===== src/rtl/uart_frame_pkg.sv =====
// ---------------------------------------------------------------------------
// uart_frame_pkg
// Shared types and helpers for the UART RX frame assembler slice.
//   ptr_w(depth) : width of a write index able to address 0..depth-1
//   bank_sel_t   : which of the two ping-pong banks is selected
// ---------------------------------------------------------------------------
package uart_frame_pkg;

    typedef enum logic {
        BANK0 = 1'b0,
        BANK1 = 1'b1
    } bank_sel_t;

    // A one-entry index still needs one bit of storage.
    function automatic int ptr_w(input int depth);
        return (depth <= 1) ? 1 : $clog2(depth);
    endfunction

endpackage


===== src/rtl/uart_idle_timer.sv =====
// ---------------------------------------------------------------------------
// uart_idle_timer
// Counts cycles while enabled; o_expire is asserted combinationally on the
// cycle the count sits at TIMEOUT_CYCLES-1, and the counter wraps to 0.
// A clear has priority over counting and expiry.
// Ports:
//   clk      : clock, rising edge
//   arstn    : asynchronous active-low reset
//   i_clear  : restart the count at 0
//   i_enable : count this cycle
//   o_expire : the idle interval ends this cycle
// ---------------------------------------------------------------------------
module uart_idle_timer #(
    parameter int TIMEOUT_CYCLES = 1024
) (
    input  logic clk,
    input  logic arstn,
    input  logic i_clear,
    input  logic i_enable,
    output logic o_expire
);

    localparam int CW = (TIMEOUT_CYCLES <= 2) ? 1 : $clog2(TIMEOUT_CYCLES);

    logic [CW-1:0] r_cnt;
    logic          w_at_end;

    assign w_at_end = (r_cnt == CW'(TIMEOUT_CYCLES - 1));
    assign o_expire = i_enable & ~i_clear & w_at_end;

    always_ff @(posedge clk or negedge arstn) begin
        if (!arstn) begin
            r_cnt <= '0;
        end else if (i_clear || o_expire) begin
            r_cnt <= '0;
        end else if (i_enable) begin
            r_cnt <= r_cnt + CW'(1);
        end
    end

endmodule


===== src/rtl/uart_rx_frame_assembler.sv =====
// ---------------------------------------------------------------------------
// uart_rx_frame_assembler
// Packs DEPTH received WIDTH-bit words into one parallel frame using two
// ping-pong banks, so a new frame can be collected while the previous one
// waits for the consumer.
// Optional feature macro: UART_FRAME_TIMEOUT_EN (idle timeout of a partial
// frame). Without it no counter exists and timeout_o is tied low.
// Ports:
//   clk, arstn     : clock (rising edge), asynchronous active-low reset
//   push           : write_data holds a received word this cycle
//   write_data     : received word
//   resync_i       : drop the partial frame, next word starts a frame
//   valid_o/ready_i: output frame handshake
//   read_data      : frame, word [0] in bits [WIDTH-1:0] is the oldest
//   fill_o         : words held in the frame under assembly
//   ovf_o/clr_ovf_i: sticky overflow flag and its clear
//   timeout_o      : one-cycle pulse when a partial frame is dropped idle
//
// Handshake: a frame transfers on every rising edge where valid_o and
// ready_i are both high. While valid_o=1 and ready_i=0, read_data holds.
// ready_i without valid_o does nothing; valid_o never depends on ready_i.
// ---------------------------------------------------------------------------
module uart_rx_frame_assembler
    import uart_frame_pkg::*;
#(
    parameter int WIDTH          = 8,
    parameter int DEPTH          = 4,
    parameter int TIMEOUT_CYCLES = 1024
) (
    input  logic                           clk,
    input  logic                           arstn,
    input  logic                           push,
    input  logic [WIDTH-1:0]               write_data,
    input  logic                           resync_i,
    output logic                           valid_o,
    input  logic                           ready_i,
    output logic [DEPTH*WIDTH-1:0]         read_data,
    output logic [$clog2(DEPTH+1)-1:0]     fill_o,
    output logic                           ovf_o,
    input  logic                           clr_ovf_i,
    output logic                           timeout_o
);

    localparam int PW = ptr_w(DEPTH);
    localparam int FW = $clog2(DEPTH + 1);

    logic [PW-1:0]    r_wr_idx;
    bank_sel_t        r_wr_bank;
    bank_sel_t        r_rd_bank;
    logic [1:0]       r_full;
    logic             r_ovf;
    logic [WIDTH-1:0] r_mem [2][DEPTH];

    logic             w_wr_sel;
    logic             w_rd_sel;
    logic             w_accept;
    logic             w_drop;
    logic             w_last;
    logic             w_complete;
    logic             w_read;
    logic             w_expire;
    logic [PW-1:0]    w_wr_ptr;
    logic [PW-1:0]    w_wr_idx_nxt;

    assign w_wr_sel = (r_wr_bank == BANK1);
    assign w_rd_sel = (r_rd_bank == BANK1);

    always_comb begin
        w_accept     = push & ~r_full[w_wr_sel];
        w_drop       = push & r_full[w_wr_sel];
        // A resync in the same cycle as a push makes that word index 0.
        w_wr_ptr     = resync_i ? '0 : r_wr_idx;
        w_last       = (w_wr_ptr == PW'(DEPTH - 1));
        w_complete   = w_accept & w_last;
        w_read       = r_full[w_rd_sel] & ready_i;
        w_wr_idx_nxt = r_wr_idx;
        if (w_accept) begin
            w_wr_idx_nxt = w_last ? '0 : w_wr_ptr + PW'(1);
        end else if (resync_i || w_expire) begin
            w_wr_idx_nxt = '0;
        end
    end

    // Completion and read always target different banks: a bank is only
    // written while not full, and only read while full.
    always_ff @(posedge clk or negedge arstn) begin
        if (!arstn) begin
            r_wr_idx  <= '0;
            r_wr_bank <= BANK0;
            r_rd_bank <= BANK0;
            r_full    <= 2'b00;
            r_ovf     <= 1'b0;
        end else begin
            r_wr_idx <= w_wr_idx_nxt;
            if (w_complete) begin
                r_full[w_wr_sel] <= 1'b1;
                r_wr_bank        <= (r_wr_bank == BANK0) ? BANK1 : BANK0;
            end
            if (w_read) begin
                r_full[w_rd_sel] <= 1'b0;
                r_rd_bank        <= (r_rd_bank == BANK0) ? BANK1 : BANK0;
            end
            if (w_drop) begin
                r_ovf <= 1'b1;
            end else if (clr_ovf_i) begin
                r_ovf <= 1'b0;
            end
        end
    end

    // Bank storage carries no reset; its content only matters while full.
    always_ff @(posedge clk) begin
        if (w_accept) begin
            r_mem[w_wr_sel][w_wr_ptr] <= write_data;
        end
    end

    for (genvar gi = 0; gi < DEPTH; gi++) begin : g_rd
        assign read_data[gi*WIDTH +: WIDTH] = r_mem[w_rd_sel][gi];
    end

    assign valid_o = r_full[w_rd_sel];
    assign fill_o  = FW'(r_wr_idx);
    assign ovf_o   = r_ovf;

`ifdef UART_FRAME_TIMEOUT_EN
    logic r_timeout;

    uart_idle_timer #(
        .TIMEOUT_CYCLES(TIMEOUT_CYCLES)
    ) u_idle_timer (
        .clk     (clk),
        .arstn   (arstn),
        .i_clear (push | resync_i),
        .i_enable(r_wr_idx != '0),
        .o_expire(w_expire)
    );

    always_ff @(posedge clk or negedge arstn) begin
        if (!arstn) begin
            r_timeout <= 1'b0;
        end else begin
            r_timeout <= w_expire;
        end
    end

    assign timeout_o = r_timeout;
`else
    logic w_unused_cfg;

    assign w_expire     = 1'b0;
    assign timeout_o    = 1'b0;
    assign w_unused_cfg = ^TIMEOUT_CYCLES;
`endif

endmodule


===== config.mk =====
export PLATFORM = sky130hd
export DESIGN_NAME = uart_rx_frame_assembler
export DESIGN_NICKNAME = d
export VERILOG_FILES = /design/src/rtl/uart_frame_pkg.sv /design/src/rtl/uart_idle_timer.sv /design/src/rtl/uart_rx_frame_assembler.sv
export SDC_FILE = /design/constraint.sdc
export NUM_CORES = 1
export LEC_CHECK = 0
export ABC_CLOCK_PERIOD_IN_PS = 2300
export CAP_MARGIN = 10
export CELL_PAD_IN_SITES_DETAIL_PLACEMENT = 0
export CELL_PAD_IN_SITES_GLOBAL_PLACEMENT = 1
export CORE_MARGIN = 4
export CORE_UTILIZATION = 40
export DETAILED_ROUTE_END_ITERATION = 12
export PLACE_DENSITY = 0.74
export SLEW_MARGIN = 20
export SYNTH_ARGS = -nofsm -noshare
export SYNTH_HDL_FRONTEND = slang
export SYNTH_HIERARCHICAL = 1
export SYNTH_SLANG_ARGS = --single-unit

===== constraint.sdc =====
create_clock -name clk -period 2.3 [get_ports clk]
set_clock_uncertainty 0.2 [all_clocks]
set_input_delay 0.575 -clock clk [delete_from_list [all_inputs] [get_ports clk]]
set_output_delay 0.575 -clock clk [all_outputs]
set_load 0.02 [all_outputs]

==> out/qor.csv <==
metric,value,unit
run status,"finished, violations left",
failing checks,negative setup slack,
main area contributors after synthesis,"edfxtp_1, mux2_2, dfrtp_1",
CTS buffer count,9,
H-tree levels,3,
global-route wire length before repair,8520,µm
# placed instances,290,
drc violations,0,
R2R cell count,5,
Synth Warn #,6,
CP max FO,9,
io pins,52,
clk sink count,71,
Critical Path Start,r_rd_bank,
placed instance area,0.00347,mm²
Layout Cells excl Fill,308,
die extent in x,91.1,µm
global placement routability congestion,0.749,
share of cells above drive strength 1,46.1,%
"antenna viol nets, final",0,
Die H,91.1,µm
worst hold slack,306,ps
wire per inst,18.4,µm
Yosys top cell by area,edfxtp_1,
RSZ-0062 raised after global routing,yes,
GR Util All Layers,14.0,%
CP Launch Type,flop,
delay of the slowest critical-path stage,410,ps
largest net degree at the start of global routing,18,
Max clock buf depth,2,
initial core utilization,40.8,%
flop and latch count out of synthesis,71,
crit share post-route,100,%
Diodes inserted,0,
vias in the first global route,1513,
Final Routed Wirelength,5650,µm
TritonCTS clock tree,built,
Vias/cell,4.94,
fmax,433,MHz
Final setup viols,1,
actual slew at the worst max-slew pin,697,ps
endpoints failing hold,0,
Worst setup EP type,output pin,
worst setup margin,-9.08,ps
Synth cell types,26,
Worst-path clk slew,70,ps
clk_lat worst skew,330,ps
antenna violations before repair,0,
crit path DAT,1530,ps
static leakage,0.00134,µW
worst path cell trace,"bufbuf_16, mux2_2, buf_4",
DR pass1 iterations,4,
fin nets,241,
Hold Buf Count CTS,0,
hold crit path type,input port to async pin,
Avg Synthesized Cell Area,18.4,µm²
Crit path required time,1520,ps
Final min period,2310,ps
"Seq/Total Area, Yosys",76.0,%
full die area,0.00829,mm²
Crit Path Class,flop to output pin,
I/O Buffers,49,
Max transition margin,53.4,%
FF-to-FF Start,r_wr_idx[1],
CP max-delay cell,dfrtp_2,
max cap viols,0,
DRT iter0 DRCs,53,
grt ovf,0,
pwr dens,1080,mW/mm²
mapped cell area,0.00276,mm²
Post-DP HPWL,3790,µm
CTS root buf,clkbuf_8,
top-area cell type share of the netlist area,69.7,%
Layout area overhead,28.7,%
Worst IR Drop VDD,459,µV
CORE AREA,0.00676,mm²
cell area after layout,0.00355,mm²
Cell Rows,30,
vias,1523,
Syn Inst Count,150,
Slew Limit Fails,0,
## report_power, final
group	internal, µW	switching (µW)
registers	1550	55.8
clock network	491	436
logic	622	676
## per-layer routing
metal / GRT usage (%) / part of all wire [%] / vias up
met5: 0 / 0 / -
met4: 4.15 / 0.69 / 0
met3: 5.88 / 6.1 / 5
met2: 22.8 / 51 / 47
met1: 17.0 / 42 / 772
li1: - / - / 699
## layout make-up
| cell class | count | area, µm² |
|---|---|---|
| clock inverters | 7 | 63.8 |
| clock buffers | 9 | 124 |
| flip-flops and latches | 71 | 2100 |
| inverters | 4 | 15.0 |
| well taps | 80 | 100 |
| repair buffers | 69 | 543 |
| fillers | 550 | 3210 |
| multi-input cells | 68 | 607 |
## kinds of logic (layout without fill, tap and decap cells)
family	count (synthesis)	count (layout)	synth area share [%]
multiplexers	35	35	14.5
AND/OR/NAND/NOR	21	21	3.72
XOR/XNOR	1	1	0.318
buffers and inverters	12	89	2.40
other	1	2	0.136
AO/OA/AOI/OAI	5	5	1.09
flip-flops	71	71	76.0
adder cells (fa/ha/maj)	4	4	1.81
## registers in the layout, indices dropped and copies added (netlist names)
register and count:
ovf_o 1, r_full 2, r_mem 64, r_rd_bank 1, r_wr_bank 1, r_wr_idx 2
## critical path, delay by kind of cell (launching register included)
kind                   cells  cell delay, ps
flip-flops                 1             410
buffers and inverters      2             450
multiplexers               1             340
## final timing paths
check / end / slack [ps]
setup / recovery: read_data[24] / -9
hold / removal: ovf_o / 310
setup reg to reg: r_mem[1][30] / 340
hold reg to reg: ovf_o / 340
max in group asynchronous: r_rd_bank / 1320
min in group clk: ovf_o / 340
## Yosys cell counts
cell type   n
edfxtp_1   64
mux2_2     33
dfrtp_1     7
nor2_1      6
buf_2       4
ha_1        4
inv_1       4
nand2_1     4
nor3_1      4
buf_4       2
nand2b_1    2
nor2b_1     2
a21o_1      1
a21oi_1     1
a31oi_1     1
and3_1      1
buf_6       1
clkbuf_2    1
conb_1      1
mux2_4      1
mux2i_2     1
nand2_2     1
o21ai_0     1
o22ai_1     1
or2b_1      1
xnor2_1     1
## per-stage QoR
stage          power (µW)  TNS, ps  utilization [%]  worst slack, ps
5_1_grt              4000     -745             52.6            -59.2
6_report             3830    -9.08             52.6            -9.08
3_3_place_gp         2970    -7630             51.3             -223
4_1_cts              3860     -239             52.4            -38.5
2_1_floorplan        2380        0                -             66.5
3_5_place_dp         3000   -12060             51.3             -379
## cells in the final DEF (no fill, tap or decap), types with 2 or more instances in the layout
| master | netlist | routed |
|---|---|---|
| buf_12 | 0 | 2 |
| buf_2 | 4 | 26 |
| buf_4 | 2 | 24 |
| clkbuf_8 | 0 | 9 |
| clkdlybuf4s50_1 | 0 | 16 |
| clkinv_1 | 0 | 3 |
| clkinv_4 | 0 | 2 |
| conb_1 | 1 | 2 |
| dfrtp_1 | 7 | 6 |
| edfxtp_1 | 64 | 64 |
| ha_1 | 4 | 4 |
| inv_1 | 4 | 4 |
| mux2_2 | 33 | 33 |
| nand2_1 | 4 | 4 |
| nand2b_1 | 2 | 2 |
| nor2_1 | 6 | 5 |
| nor2b_1 | 2 | 2 |
| nor3_1 | 4 | 3 |
## what timing repair did
item / CTS / global route
buffers inserted: 1 / 0
gates cloned: 1 / 0
gates resized for setup: 138 / 3
endpoints found under the setup margin: 41 / 16
Power figures use the tool's default switching activity.
==> RTL change: new RTL, same flow settings <==
The parameter `DEPTH` goes from 4 to 8.
--- a/src/rtl/uart_rx_frame_assembler.sv
+++ b/src/rtl/uart_rx_frame_assembler.sv
@@ -25,5 +25,5 @@
 #(
     parameter int WIDTH          = 8,
-    parameter int DEPTH          = 4,
+    parameter int DEPTH          = 8,
     parameter int TIMEOUT_CYCLES = 1024
 ) (
Interface: changed (resized fill_o and read_data); port bits go from 52 to 85. No check against the original RTL was run, so the function may have changed too.
==> RTL change against the unedited design <==
- the flow still finishes with violations (setup timing)
- non-clock buffer count grew 53
- setup slack lost 160 ps
- area after synthesis grew 88%
- wire length grew 86%
- critical path depth grew 2
- synthesized cell count grew 77%
- sequential cell count grew 65
- total power grew 67%
- combinational power shrank 15%
- cell area grew 98%
- critical endpoint is now read_data[62]
- largest cell class unchanged
- largest power group unchanged
==> RTL change: results (changes against the unedited design) <==
Status:
- The flow ran to the end, but the final reports show violations.
- The checks that failed: setup timing.

Worst setup path:
- The register-to-register setup slack is 560 ps (+220 ps).
- The critical-path maximum fanout is 7 (-2).
- The worst path arrival time is 1690 ps (+160 ps).
- In this run the worst setup path begins at r_rd_bank.
- The worst flop-to-flop path endpoint is r_mem[1][35].
- The worst stage delay on the critical path was 430 ps (+20 ps).

Pwr:
- The switching part of the total is 0.234 (-0.0704).

Global routing:
- The maximum number of pins on one net before global-route repair is 29 (+11).
- The overall routing resource usage was 0.148 (+0.00773).
- The global-route wire length before repair is 15.7 mm (+84%).

Yosys:
- The portion of the post-synthesis area used by sequential elements came to 0.781 (+0.0213).
- Yosys attributes the largest share of cell area to sky130_fd_sc_hd__edfxtp_1 74%, sky130_fd_sc_hd__mux2_2 13%, sky130_fd_sc_hd__dfrtp_1 3.9%, sky130_fd_sc_hd__mux2_4 2.3%, sky130_fd_sc_hd__nor2_1 1.4%.
- The share of synthesized registers carrying an async set or reset is 0.0588 (-0.0398).
- The number of enable-type register cells in the synthesized netlist is 128 (+100%).
- The count of different cell masters after synthesis came to 27 (+3.8%).
- The commonest cells after synthesis are 128 x sky130_fd_sc_hd__edfxtp_1, 59 x sky130_fd_sc_hd__mux2_2, 19 x sky130_fd_sc_hd__nor2_1.

Timing:
- The accumulated negative setup slack came to -5960 ps (-5950 ps).
- The number of setup violations in the final report came to 60 (+59).
- The post-layout worst setup margin is -165 ps (-156 ps).

Clock network:
- The latest clock arrival within the worst-skew pair is 410 ps (+80 ps).
- The tree is rooted in a sky130_fd_sc_hd__clkbuf_16.
- The H-tree depth was 4 (+1).

Place:
- The worst slack after detailed placement is -68.1 ps (+311 ps).
- The area of placed instances is 6420 um2 (+85%).
- The total of buffers placed on input and output ports is 82 (+67%).
- The post-placement cell count is 542 (+87%).
- The routability congestion estimate is 0.741 (-1.1%).
- The half-perimeter wire length after placement is 6.42 mm (+70%).

Routing:
- The wire length per cell after detailed routing is 18.1 um (-1.4%).
- The iteration-0 DRC count of the detailed router is 135 (+150%).

Cells and area:
- The number of fill cells in the layout came to 1045 (+90%).
- The non-filler instance count after layout is 581 (+89%).
- The largest registers in the layout are r_mem x128, r_wr_idx x3, r_full x2.
- The net count reported at finish was 412 (+71%).
-- RTL change: changes by cell type after synthesis, sizes merged, moves of 4 or more --
cell    delta
nor2      +13
nor3       -4
mux2      +33
edfxtp    +64
buf        +4
nand3      +4
-- RTL change: area by class of cell --
| cell class | instances | area share |
|---|---|---|
| flip-flops and latches | 136 | 0.575 |
| clock inverters | 6 | 0.00534 |
| clock buffers | 26 | 0.0742 |
| inverters | 3 | 0.00160 |
| well taps | 172 | 0.0306 |
| multi-input cells | 116 | 0.157 |
| repair buffers | 122 | 0.157 |
-- RTL change: worst min path at each step --
stage | depth (start not counted) | start | slack (ps) | to
final | 1 | arstn | 240 | r_wr_idx[0]
after global routing | 1 | arstn | 260 | r_wr_idx[0]
after CTS | 1 | arstn | 240 | r_wr_idx[0]
after detailed placement | 2 | ovf_o | 330 | ovf_o
after global placement | 2 | ovf_o | 320 | ovf_o
after floorplan | 0 | arstn | 80 | ovf_o
-- RTL change: per-layer routing --
layer	GRT usage	share of wire
met1	0.195	0.45
met2	0.227	0.48
met3	0.0520	0.051
met4	0.0546	0.012
met5	0	0
-- RTL change: critical path, delay by kind of cell, from the launching register on --
kind / cells / cell delay (ps)
mux: 1 / 290
buf+inv: 4 / 560
flops: 1 / 430
-- RTL change: logic make-up after synthesis --
kind of cell             Yosys count  share of synthesized area
other                              1                   0.000725
flip-flops                       136                      0.781
buffers and inverters             14                     0.0162
multiplexers                      68                      0.154
adder cells (fa/ha/maj)            2                    0.00483
AND/OR/NAND/NOR                   35                     0.0317
XOR/XNOR                           1                    0.00169
AO/OA/AOI/OAI                      8                    0.00991
-- RTL change: through the flow --
| stage | total power, mW | utilization |
|---|---|---|
| 2_1_floorplan | 3.39 | - |
| 3_3_place_gp | 3.86 | 0.509 |
| 3_5_place_dp | 3.86 | 0.509 |
| 4_1_cts | 6.23 | 0.532 |
| 5_1_grt | 6.62 | 0.557 |
| 6_report | 6.38 | 0.557 |
-- RTL change: timing repair --
action | CTS | global route
endpoints found under the setup margin | 67 | 66
setup buffers | 0 | 3
cloned | 0 | 4
gates resized for setup | 239 | 98
hold buffers | 0 | 0
-- RTL change: power by group through the flow --
stage | clock [mW] | sequential (mW) | combinational [mW]
after global placement | 0 | 2.83 | 1.03
after global routing | 2.66 | 2.78 | 1.18
final | 2.48 | 2.78 | 1.11
after detailed placement | 0 | 2.83 | 1.03
after floorplan | 0 | 2.83 | 0.565
after CTS | 2.54 | 2.78 | 0.908
